$ cat config.mk
export PLATFORM = sky130hd
export DESIGN_NAME = icache_dm
export DESIGN_NICKNAME = d
export VERILOG_FILES = /design/src/rtl/icache_dm.sv
export SDC_FILE = /design/constraint.sdc
export NUM_CORES = 1
export LEC_CHECK = 0
export BUFFER_PORTS_ARGS = -buffer_cell sky130_fd_sc_hd__buf_2
export CORE_ASPECT_RATIO = 0.6
export CORE_UTILIZATION = 47
export DETAILED_ROUTE_END_ITERATION = 8
export PLACE_DENSITY = 0.68
export SYNTH_ARGS = -nofsm -noshare
export SYNTH_HDL_FRONTEND = slang
export SYNTH_SLANG_ARGS = --single-unit
$ cat constraint.sdc
create_clock -name clock -period 18.5 [get_ports clock]
set_clock_uncertainty 0.1 [all_clocks]
set_input_delay 0.925 -clock clock [delete_from_list [all_inputs] [get_ports clock]]
set_output_delay 0.925 -clock clock [all_outputs]
set_load 0.005 [all_outputs]
$ cat src/rtl/icache_dm.sv
// Direct-mapped read-only instruction cache: combinational hit path, single outstanding line refill.
// Optional hit/miss statistics counters are compiled in when ICACHE_STATS_EN is defined.
module icache_dm #(
    parameter int ADDR_WIDTH = 32,
    parameter int LINE_WIDTH = 128,
    parameter int NUM_SETS   = 8
) (
    input  logic                  clock,
    input  logic                  reset,
    output logic                  icache_ready,
    input  logic                  req_valid,
    input  logic [ADDR_WIDTH-1:0] req_addr,
    output logic                  rsp_valid,
    output logic [LINE_WIDTH-1:0] rsp_data,
    output logic                  req_valid_miss,
    output logic [ADDR_WIDTH-1:0] req_addr_miss,
    input  logic [LINE_WIDTH-1:0] rsp_data_miss,
    input  logic                  rsp_valid_miss
`ifdef ICACHE_STATS_EN
    ,
    output logic [31:0]           hit_count,
    output logic [31:0]           miss_count
`endif
);

    localparam int OFF   = $clog2(LINE_WIDTH / 8);
    localparam int IDX   = $clog2(NUM_SETS);
    localparam int TAG_W = ADDR_WIDTH - OFF - IDX;

    typedef enum logic {
        ST_IDLE,
        ST_MISS_REQ
    } state_t;

    state_t                  r_state;
    logic                    r_ready;
    logic                    r_req_valid_miss;
    logic [ADDR_WIDTH-1:0]   r_req_addr_miss;
    logic [NUM_SETS-1:0]     r_valid;
    logic [TAG_W-1:0]        r_tag  [NUM_SETS];
    logic [LINE_WIDTH-1:0]   r_data [NUM_SETS];

    logic [IDX-1:0]          w_idx;
    logic [TAG_W-1:0]        w_tag;
    logic [ADDR_WIDTH-1:0]   w_line_addr;
    logic [IDX-1:0]          w_fill_idx;
    logic [TAG_W-1:0]        w_fill_tag;
    logic                    w_lookup;
    logic                    w_match;
    logic                    w_hit;
    logic                    w_miss;
    logic                    w_fill;
    logic                    w_unused_off;

    assign w_idx        = req_addr[OFF+IDX-1:OFF];
    assign w_tag        = req_addr[ADDR_WIDTH-1:OFF+IDX];
    assign w_line_addr  = {req_addr[ADDR_WIDTH-1:OFF], {OFF{1'b0}}};
    assign w_unused_off = ^req_addr[OFF-1:0];

    // The latched refill address carries the victim set and its new tag.
    assign w_fill_idx   = r_req_addr_miss[OFF+IDX-1:OFF];
    assign w_fill_tag   = r_req_addr_miss[ADDR_WIDTH-1:OFF+IDX];

    // Reset masks every event in its cycle, including the combinational response.
    assign w_lookup = !reset && (r_state == ST_IDLE) && req_valid;
    assign w_match  = r_valid[w_idx] && (r_tag[w_idx] == w_tag);
    assign w_hit    = w_lookup && w_match;
    assign w_miss   = w_lookup && !w_match;
    assign w_fill   = !reset && (r_state == ST_MISS_REQ) && rsp_valid_miss;

    assign rsp_valid = w_hit || w_fill;
    always_comb begin
        rsp_data = '0;
        if (w_hit) begin
            rsp_data = r_data[w_idx];
        end else if (w_fill) begin
            rsp_data = rsp_data_miss;
        end
    end

    assign icache_ready   = r_ready;
    assign req_valid_miss = r_req_valid_miss;
    assign req_addr_miss  = r_req_addr_miss;

    always_ff @(posedge clock) begin
        if (reset) begin
            r_state          <= ST_IDLE;
            r_ready          <= 1'b1;
            r_req_valid_miss <= 1'b0;
            r_req_addr_miss  <= '0;
            r_valid          <= '0;
        end else begin
            case (r_state)
                ST_IDLE: begin
                    if (w_miss) begin
                        r_state          <= ST_MISS_REQ;
                        r_ready          <= 1'b0;
                        r_req_valid_miss <= 1'b1;
                        r_req_addr_miss  <= w_line_addr;
                    end
                end
                ST_MISS_REQ: begin
                    if (rsp_valid_miss) begin
                        r_state              <= ST_IDLE;
                        r_ready              <= 1'b1;
                        r_req_valid_miss     <= 1'b0;
                        r_valid[w_fill_idx]  <= 1'b1;
                    end
                end
                default: begin
                    r_state <= ST_IDLE;
                    r_ready <= 1'b1;
                end
            endcase
        end
    end

    // Tag and data arrays carry no reset; the valid bits alone qualify them.
    always_ff @(posedge clock) begin
        if (w_fill) begin
            r_data[w_fill_idx] <= rsp_data_miss;
            r_tag[w_fill_idx]  <= w_fill_tag;
        end
    end

`ifdef ICACHE_STATS_EN
    logic [31:0] r_hit_count;
    logic [31:0] r_miss_count;

    always_ff @(posedge clock) begin
        if (reset) begin
            r_hit_count  <= '0;
            r_miss_count <= '0;
        end else begin
            if (w_hit) begin
                r_hit_count <= r_hit_count + 32'd1;
            end
            if (w_miss) begin
                r_miss_count <= r_miss_count + 32'd1;
            end
        end
    end

    assign hit_count  = r_hit_count;
    assign miss_count = r_miss_count;
`endif

endmodule

Word level (Yosys, flattened, before mapping)
Memory sizes are Yosys's and may differ from the RTL's.
Index checks and enable logic that the tools add are counted.

cells by class
  multiplexer cells = 17
  bitwise operators = 2
  magnitude comparators = 3
  eq/ne operators = 3
  reductions and logical operators = 14

operators by type and width
  cell                  count
  $mux W128             2
  $eq A25 B25 Y1        1
  $mux W1               10
  $logic_and A1 B1 Y1   8
  $lt A3 B4 Y1 const B  2
  $or A8 B8 Y8          1
  $pmux W1 S2           3
  $reduce_and A2 Y1     3
  $ne A2 B2 Y1 const B  2
  $bmux W1 S3           1
  $demux W1 S3          1
  $ge A3 B1 Y1 const B  1
  $logic_not A1 Y1      2
  $logic_or A1 B1 Y1    1
  $not A1 Y1            1

storage, ports and cells
  input bits = 164
  register bits = 39
  word-level logic and storage cells = 46
  memories = 2
  output and inout bits = 163
  memory bits (writable) = 1224

memory list
  name    words  bits a word  read ports  clocked after memory_dff  wr ports  RTL line  source
  r_data  8      128          1           0                         1         41        logic [LINE_WIDTH-1:0] r_data [NUM_SETS];
  r_tag   8      25           1           0                         1         40        logic [TAG_W-1:0] r_tag [NUM_SETS];

Depth between registers and ports, before layout
Gate-level depths: netlist of run 1.

  depth in word-level cells = 7
  gate-level depth with buffers = 14
  gate-level depth less buffers = 8

Least setup slack after synthesis of run 1
No wires, ideal clock.

  path kind = input to register
  start point = input port reset
  end point = memory r_data[0][0], enable pin
  setup slack = 1.671 ns
  setup time = 1.043 ns
  path buffers = 0
  stages = 3
  required time = 17.357 ns
  arrival time = 15.686 ns
  cell sequence = clkinv_1 nand3_1 nor4_1

between the ends
  cells in the longest elaborated chain, start to end = 5

ends and longest elaborated chain
  element                            RTL line  source
  from (decl)                        9         input logic reset,
  $logic_not A1 Y1                   69        assign w_fill = !reset && (r_state == ST_MISS_REQ) && rsp_valid_miss;
  $logic_and A1 B1 Y1 (2 in series)  69
  $mux W1                            120       if (w_fill) begin
  $mux W1 (not written as such)      121       r_data[w_fill_idx] <= rsp_data_miss;
  to (decl)                          41

Every way passes these cells.

Final worst setup path of run 1
  start point = input port req_addr[6]
  end point = output port rsp_data[5]

between the ends
  cells in the longest elaborated chain, start to end = 5
  elaborated cells on any way between the ends = 8
  those cells by class = 1 x eq/ne; 3 x mux; 2 x reduce/logical; 2 x memory

ends and longest elaborated chain
  element                                               RTL line  source
  from (decl)                                           12        input logic [ADDR_WIDTH-1:0] req_addr,
  $mem_v2 Z8 W25 / $bmux W1 S3 (equally long branches)  -
  $eq A25 B25 Y1 / $mux W1 (equally long branches)      66        assign w_match = r_valid[w_idx] && (r_tag[w_idx] == w_tag);
  $logic_and A1 B1 Y1                                   66
  $logic_and A1 B1 Y1                                   67        assign w_hit = w_lookup && w_match;
  $mux W128 (*)                                         74        if (w_hit) begin
  to (decl)                                             14        output logic [LINE_WIDTH-1:0] rsp_data,

Every way passes the cells marked *; elsewhere a longest branch is shown, timed or not. The select of a mux whose other input is x is not followed.

==> results of run 1 <==
-- cells in the mapped netlist (all sizes together) (2+ instances only) --
cell    instances
a21o           11
a21oi          14
a22oi          26
and2            2
and3           10
and4            2
buf            53
clkbuf         74
dfxtp          39
edfxtp       1224
mux2           27
mux2i         200
mux4          280
nand2         136
nand2b          4
nand3           4
nor2            9
nor2b          30
nor3            4
nor4            2
o21ai         131
o22a            3
xnor2           6
xor2            6
-- registers in the layout, summed over array words and instances (netlist names) --
register and flops:
r_data 1024, r_state 1, r_valid 8, req_addr_miss 28, req_valid_miss 1, r_tag 200, icache_ready 1
-- cell type report --
type | count | area [sq um]
multi-input cells | 918 | 10800
clock buffers | 140 | 2950
repair buffers | 360 | 1990
well taps | 1395 | 1750
clock inverters | 68 | 653
fillers | 7771 | 47200
inverters | 2 | 7.51
flip-flops and latches | 1263 | 37500
diodes | 7 | 17.5
-- stage by stage --
step / cells / area [sq um] / total power, uW / util
after global routing: 4152 / 55700 / 5880 / 0.541
after floorplan: 2310 / 48900 / 3380 / -
after CTS: 4146 / 55700 / 5750 / 0.541
after global placement: 3938 / 52100 / 3460 / 0.506
final: 4153 / 55700 / 5700 / 0.541
after detailed placement: 3938 / 52100 / 3470 / 0.506
-- cells by family (layout without fill, tap and decap cells) --
| group | after synthesis | count (layout) | synth area share |
|---|---|---|---|
| other cells | 1 | 11 | 0.0000767 |
| xor+xnor | 12 | 12 | 0.00215 |
| compound gates | 187 | 187 | 0.0221 |
| buf+inv | 129 | 570 | 0.0125 |
| simple gates | 208 | 208 | 0.0192 |
| mux | 507 | 507 | 0.176 |
| flops | 1263 | 1263 | 0.768 |
-- path summary, 6_finish.rpt --
kind	end	slack [ns]
hold reg to reg	r_valid[4]	0.35
setup reg to reg	r_data[5][49]	13.86
hold / removal	r_valid[4]	0.35
setup / recovery	rsp_data[5]	11.30
-- worst max-delay path: stages --
cell	delay [ns]
sky130_fd_sc_hd__buf_8	0.57
sky130_fd_sc_hd__buf_4	0.80
sky130_fd_sc_hd__buf_4	0.74
sky130_fd_sc_hd__mux4_2	0.64
sky130_fd_sc_hd__xnor2_1	0.16
sky130_fd_sc_hd__a21oi_1	0.06
sky130_fd_sc_hd__and4_1	0.19
sky130_fd_sc_hd__nand4_1	0.11
sky130_fd_sc_hd__or2_4	0.39
sky130_fd_sc_hd__buf_4	0.73
sky130_fd_sc_hd__o21ai_0	0.38
sky130_fd_sc_hd__buf_2	0.23
-- power by group --
| part | total, uW | internal, uW | switching (uW) |
|---|---|---|---|
| clock network | 2290 | 1270 | 1020 |
| logic | 243 | 108 | 135 |
| registers | 3170 | 3150 | 14.1 |
-- routing by layer --
layer | up-vias | part of all wire | GRT usage
met2 | 697 | 0.50 | 0.335
met5 | - | 0.00079 | 0
met3 | 127 | 0.055 | 0.0408
met4 | 12 | 0.016 | 0.0462
met1 | 12625 | 0.43 | 0.280
li1 | 10236 | - | -
==> flow_results.org, run 1 <==
** Outcome
- The run finished with clean final reports.

** Timing
- Max Slew Vio Count :: 0
- Setup slack of the critical path after layout :: 11.30 ns
- The final hold violation count came to 0.
- Shortest clock period the worst path allows after layout :: 7.20 ns
- Summed over all failing endpoints, the final setup total negative slack is 0 ns.
- Headroom to the max-slew limit came out at 0.250.
- Achievable clock frequency :: 139 MHz
- On the final layout, the worst hold slack is 0.352 ns.
- Of the available clock period, the critical path in the final layout requires 0.389.
- For the pin with the worst max-slew slack, the measured transition is 1.12 ns.
- Endpoints failing setup :: 0
- Setup repair after global routing missed its margin :: false

** Floorplanning
- Pin placement for this block handled 327 I/O pins.
- Rows :: 91
- Floorplan Core Area :: 103,000 sq um
- For this configuration, the core starts out at a cell density of 0.475.
- From left edge to right edge, the die measures 418 um.
- Overall die area :: 105,000 sq um
- From bottom edge to top edge, the die measures 252 um.

** Pwr
- The worst-case IR drop observed on VDD is 93.9 uV.
- Power density cells :: 102 nW/um^2
- Leakage power total :: 0.0187 uW

** Hold path
- Hold/Removal Path Class :: register to register
- The worst hold path begins at r_valid[4].
- Counting instances, the worst hold path has a depth of 1.

** Global route
- The initial antenna violation count is 14.
- Via count of the first global-routing pass :: 24.8k
- GR Overflow Total :: 0
- Global-route wire length before repair :: 158,000 um
- For this run, the total global-route usage over all layers was measured as 0.203.
- Maximum number of pins on one net before global-route repair :: 130

** Finish
- Proportion of layout cells with a drive suffix above 1 :: 0.306
- Final layout net count :: 2,821
- Relative to the synthesized area, the layout overhead comes to 13.9%.
- Most frequent standard cell in the layout excluding fill and tap cells :: sky130_fd_sc_hd__edfxtp_1
- Most frequent cells in the layout :: sky130_fd_sc_hd__edfxtp_1, sky130_fd_sc_hd__buf_2, sky130_fd_sc_hd__mux4_2, sky130_fd_sc_hd__mux2i_1, sky130_fd_sc_hd__nand2_1

** Worst setup path
- Endpoint required time on the critical path :: 17.48 ns
- The worst setup path is launched from a primary input.
- Worst r2r path cells :: 7
- The worst setup path is captured at an output pin.
- Data arrives at the worst endpoint at 6.18 ns.
- The worst register-to-register path begins at r_state.
- The critical path in this run is classified as primary input to output pin.
- Worst setup path startpoint :: req_addr[6]
- Biggest fanout along the worst timing path :: 73

** Synth
- In the post-synthesis netlist, the biggest area contributors are sky130_fd_sc_hd__edfxtp_1, sky130_fd_sc_hd__mux4_2, sky130_fd_sc_hd__mux2i_1.
- The share of synthesized area in the top cell type comes to 0.752.
- During synthesis, Yosys emitted a total of 0 warnings.
- Average size of a mapped cell :: 21.2 sq um
- For this run, the register share of the synthesized area comes to 0.768.
- Register bit count reported by yosys :: 1,263
- Post-synthesis cell area :: 48,900 sq um
- Synth unique cells :: 43
- For this run, asynchronously set or reset flops after synthesis account for 0.
- Synthesis produced 2,307 cells.
- Library cell occupying the most area in the post-synthesis netlist :: sky130_fd_sc_hd__edfxtp_1
- Number of synthesized flops with an enable pin :: 1,224
- Top flip-flop cell by instance count after synthesis :: sky130_fd_sc_hd__edfxtp_1

** Drt
- Number of detailed-routing iterations run before antenna repair :: 5
- Detail Route Antenna Nets :: 0
- Avg WL per Cell :: 25.6 um
- Number of DRC violations after detailed routing :: 0
- The first routing iteration left 1,957 violations.
- DR vias :: 23.7k
- The routed design has 106,000 um of wire.
- In the routed layout, each cell is associated on average with a via count of 5.71.

** Clock tree
- Insertion delay to the later sink of the worst-skew pair :: 0.72 ns
- In this run the clock root is driven by a sky130_fd_sc_hd__clkbuf_16.
- Clock tree synthesis inserted a total of 112 buffers.
- Hold repair after CTS inserted 0 buffers.
- Bufs on Longest Clock Path :: 3
- TritonCTS clock tree :: built
- Post-CTS setup buffers :: 0
- Clock-pin slew reported for the worst setup and hold paths after clock tree synthesis :: 0.06 ns
- The number of gates resized after CTS was 0.
- For this design, the sink count on the clock tree is 1,263.
- Number of levels the H-tree was split into :: 3

** Run
- Maxcap violations :: 0

** Place
- Placement Setup Slack :: 11.14 ns
- The wire-length estimate of the detail-placed layout is 56,200 um.
- Count of input and output buffers :: 318
- Last weighted congestion value of the routability-driven placer :: 0.729
Note: power is estimated with default switching activity, not from simulation.
==> run 2: changes to the inputs <==
==> constraint.sdc (replaced) <==
create_clock -name clock -period 7 [get_ports clock]
set_clock_uncertainty 0.1 [all_clocks]
set_input_delay 0.35 -clock clock [delete_from_list [all_inputs] [get_ports clock]]
set_output_delay 0.35 -clock clock [all_outputs]
set_load 0.005 [all_outputs]
==> run 2 against run 1 <==
Flip-flop and latch count unchanged. Cell count up 3.4%. Global-route usage about the same. Via count up 2.3%. Core utilization up 1.4 points. Sequential share of layout area is 1.7 points lower. Hold slack got worse by 0.16 ns. Critical path depth down 1. Total power rose to 2.6 times the previous value. Non-clock buffer count up 153. Register-to-register slack got worse by 10 ns.
==> flow_results.org, run 2 (same netlist as run 1, synthesis figures left out) <==
** Worst setup path
- Worst R2R End :: r_data[3][124]
- Worst setup path class :: primary input to output pin
- Endpoint arrival time on the critical path :: 4.44 ns (-1.74 ns)
- Critical path, cell by cell :: buf_8 -> nor2b_1 -> a22oi_1 -> and3_1 -> o22a_1 -> and4_1 -> nand4_1 -> or2_4 -> buf_4 -> o21ai_0 -> buf_2
- Biggest fanout along the worst timing path :: 95 (+30%)
- The startpoint identified for the worst register-to-register timing path is r_state.
- The count of cells along the worst register-to-register path came to 6 (-1).
- The worst-case register-to-register setup slack is 3.44 ns (-10.42 ns).
- Among all stages on the critical path, the largest delay is contributed by sky130_fd_sc_hd__nor2b_1.
- Critical path launch point type :: primary input
- Delay of the slowest cell on the worst path :: 0.93 ns (+0.13 ns)
- Endpoint required time on the critical path :: 6.55 ns (-10.93 ns)
- Crit path capture type :: output pin

** Global route
- GR Overflow Total :: 0 (unchanged)
- Antenna violations before repair :: 6 (-8)
- Via count of the first global-routing pass :: 25.4k (+2.7%)
- Total GRT Usage :: 0.202 (-0.000403)
- Global-route wire length before repair :: 159,000 um (+0.56%)
- The largest net degree at the start of global routing came to 118 (-9.2%).

** Drt
- Overall routed net length :: 107,000 um (+0.16%)
- Avg WL per Cell :: 24.8 um (-3.1%)
- The number of vias per cell after detailed routing is 5.65 (-1.0%).
- Number of DRC markers after the initial detailed-route iteration :: 1,974 (+0.87%)
- Detail Route Antenna Nets :: 0 (unchanged)
- The number of detailed-route iterations in the first pass was 5 (unchanged).
- Number of DRC violations after detailed routing :: 0 (unchanged)
- DR vias :: 24.2k (+2.3%)

** Timing
- The smallest clock period supported by the final layout is computed as 4.89 ns.
- The normalized max-slew margin is 0.275 (+0.0246).
- The count of final setup violators came to 0 (unchanged).
- The actual slew at the worst max-slew pin came to 1.09 ns (-0.0343 ns).
- Count of final hold-check violations :: 0 (unchanged)
- Achievable clock frequency :: 204 MHz
- Setup repair after global routing missed its margin :: false
- Max Slew Vio Count :: 0 (unchanged)
- Of the available clock period, the critical path in the final layout requires 0.699.

** Finish
- Final std cells w/o fill :: 4,293 (+3.4%)
- Proportion of layout cells with a drive suffix above 1 :: 0.287 (-0.0188)
- Most frequent cells in the layout :: sky130_fd_sc_hd__edfxtp_1, sky130_fd_sc_hd__buf_2, sky130_fd_sc_hd__mux4_2, sky130_fd_sc_hd__mux2i_1, sky130_fd_sc_hd__dlygate4sd3_1
- Area Overhead vs Synth :: 16.9%
- Final layout net count :: 2,973 (+5.4%)
- Register with the most flip-flops :: r_data
- Leaving out fill and tap cells, the most frequent cell in the layout is sky130_fd_sc_hd__edfxtp_1.
- The flip-flop count of the largest register after layout is 1,024 (unchanged).

** Hold path
- Hold/Removal Path Class :: primary input to register
- The hold path depth is 3 (+2).
- The worst hold path begins at req_valid.
- The worst hold path terminates at req_addr_miss[20].

** Clock tree
- The number of hold buffers added after cts is 154 (+154).
- The clock net sink count was 1,263 (unchanged).
- Number of levels the H-tree was split into :: 3 (unchanged)
- The post-cts gate resize count came to 0 (unchanged).
- Clock tree root buffer cell :: sky130_fd_sc_hd__clkbuf_16
- Bufs on Longest Clock Path :: 3 (unchanged)
- Clock-pin slew reported for the worst setup and hold paths after clock tree synthesis :: 0.06 ns (about the same)
- The total CTS buffers came to 111 (-0.89%).
- The clock latency on the worst-skew pair was 0.70 ns (-0.02 ns).
- TritonCTS clock tree :: built
- Post-CTS setup buffers :: 0 (unchanged)

** Place
- The post-detailed-placement half-perimeter wirelength is 56,100 um (-0.17%).
- The number of placed instances, taps included is 3,937 (-0.025%).
- The count of buffers from port buffering came to 318 (unchanged).
- Last weighted congestion value of the routability-driven placer :: 0.753 (+3.3%)

** Floorplanning
- The vertical die dimension is 252 um (unchanged).
- Overall die area :: 105,000 sq um (unchanged)
- The number of placed I/O pins came to 327 (unchanged).
- Rows :: 91 (unchanged)
- The die width is 418 um (unchanged).
- The initial cell density of the core came to 0.475 (unchanged).
- The core footprint was 103,000 sq um (unchanged).

** Pwr
- Power density cells :: 261 nW/um^2 (+160%)
- Worst VDD drop :: 252 uV (+170%)
- Design Power :: 14,900 uW (+160%)
- Leakage power total :: 0.0193 uW (+3.1%)

** Run
- The max capacitance violation total is 0 (unchanged).

** Outcome
- The run finished with clean final reports.
-- run 2: worst max path at each step --
stage                        end  cells past startpoint  slack, ns   startpoint
finish              rsp_data[56]                     11       2.11  req_addr[5]
global route        rsp_data[51]                     11       1.80  req_addr[5]
CTS                 rsp_data[51]                     11       2.04  req_addr[5]
detailed placement  rsp_data[51]                     11       2.07  req_addr[5]
global placement    rsp_data[51]                     11       2.13  req_addr[5]
floorplan           r_data[7][0]                      4      -0.89      r_state
-- run 2: through the flow --
| stage | utilization | setup TNS, ns | area (sq um) | hold WS [ns] | worst slack, ns |
|---|---|---|---|---|---|
| 2_1_floorplan | - | -629.12 | 49000 | 0.321 | -0.891 |
| 3_3_place_gp | 0.507 | 0 | 52200 | 0.327 | 2.13 |
| 3_5_place_dp | 0.507 | 0 | 52200 | 0.340 | 2.07 |
| 4_1_cts | 0.555 | 0 | 57100 | 0.127 | 2.04 |
| 5_1_grt | 0.555 | 0 | 57100 | 0.161 | 1.80 |
| 6_report | 0.555 | 0 | 57100 | 0.188 | 2.11 |
-- run 2: cell type report --
cell class / count / area, sq um
clock inverters: 44 / 359
diodes: 2 / 5.00
multi-input cells: 918 / 10900
clock buffers: 156 / 3080
flip-flops and latches: 1263 / 37500
well taps: 1395 / 1750
repair buffers: 513 / 3560
fillers: 7751 / 45800
inverters: 2 / 7.51
-- run 2: layer usage --
layer	global-route usage	vias up	wire length (um)
met5	0	-	25
met2	0.334	716	52800
li1	-	10511	-
met4	0.0487	4	2150
met3	0.0328	159	5740
met1	0.284	12853	45900
-- run 2: report_power, final --
group | switching, uW | internal (uW)
sequential | 37.6 | 8330
clock | 2660 | 3180
combinational | 380 | 341
total | 3080 | 11800
-- run 2: critical path: cells and delay by family --
family	cells	cell delay [ns]
buffers and inverters	3	1.20
AOI/OAI and AO/OA	3	0.63
and+or+nand+nor	5	2.10
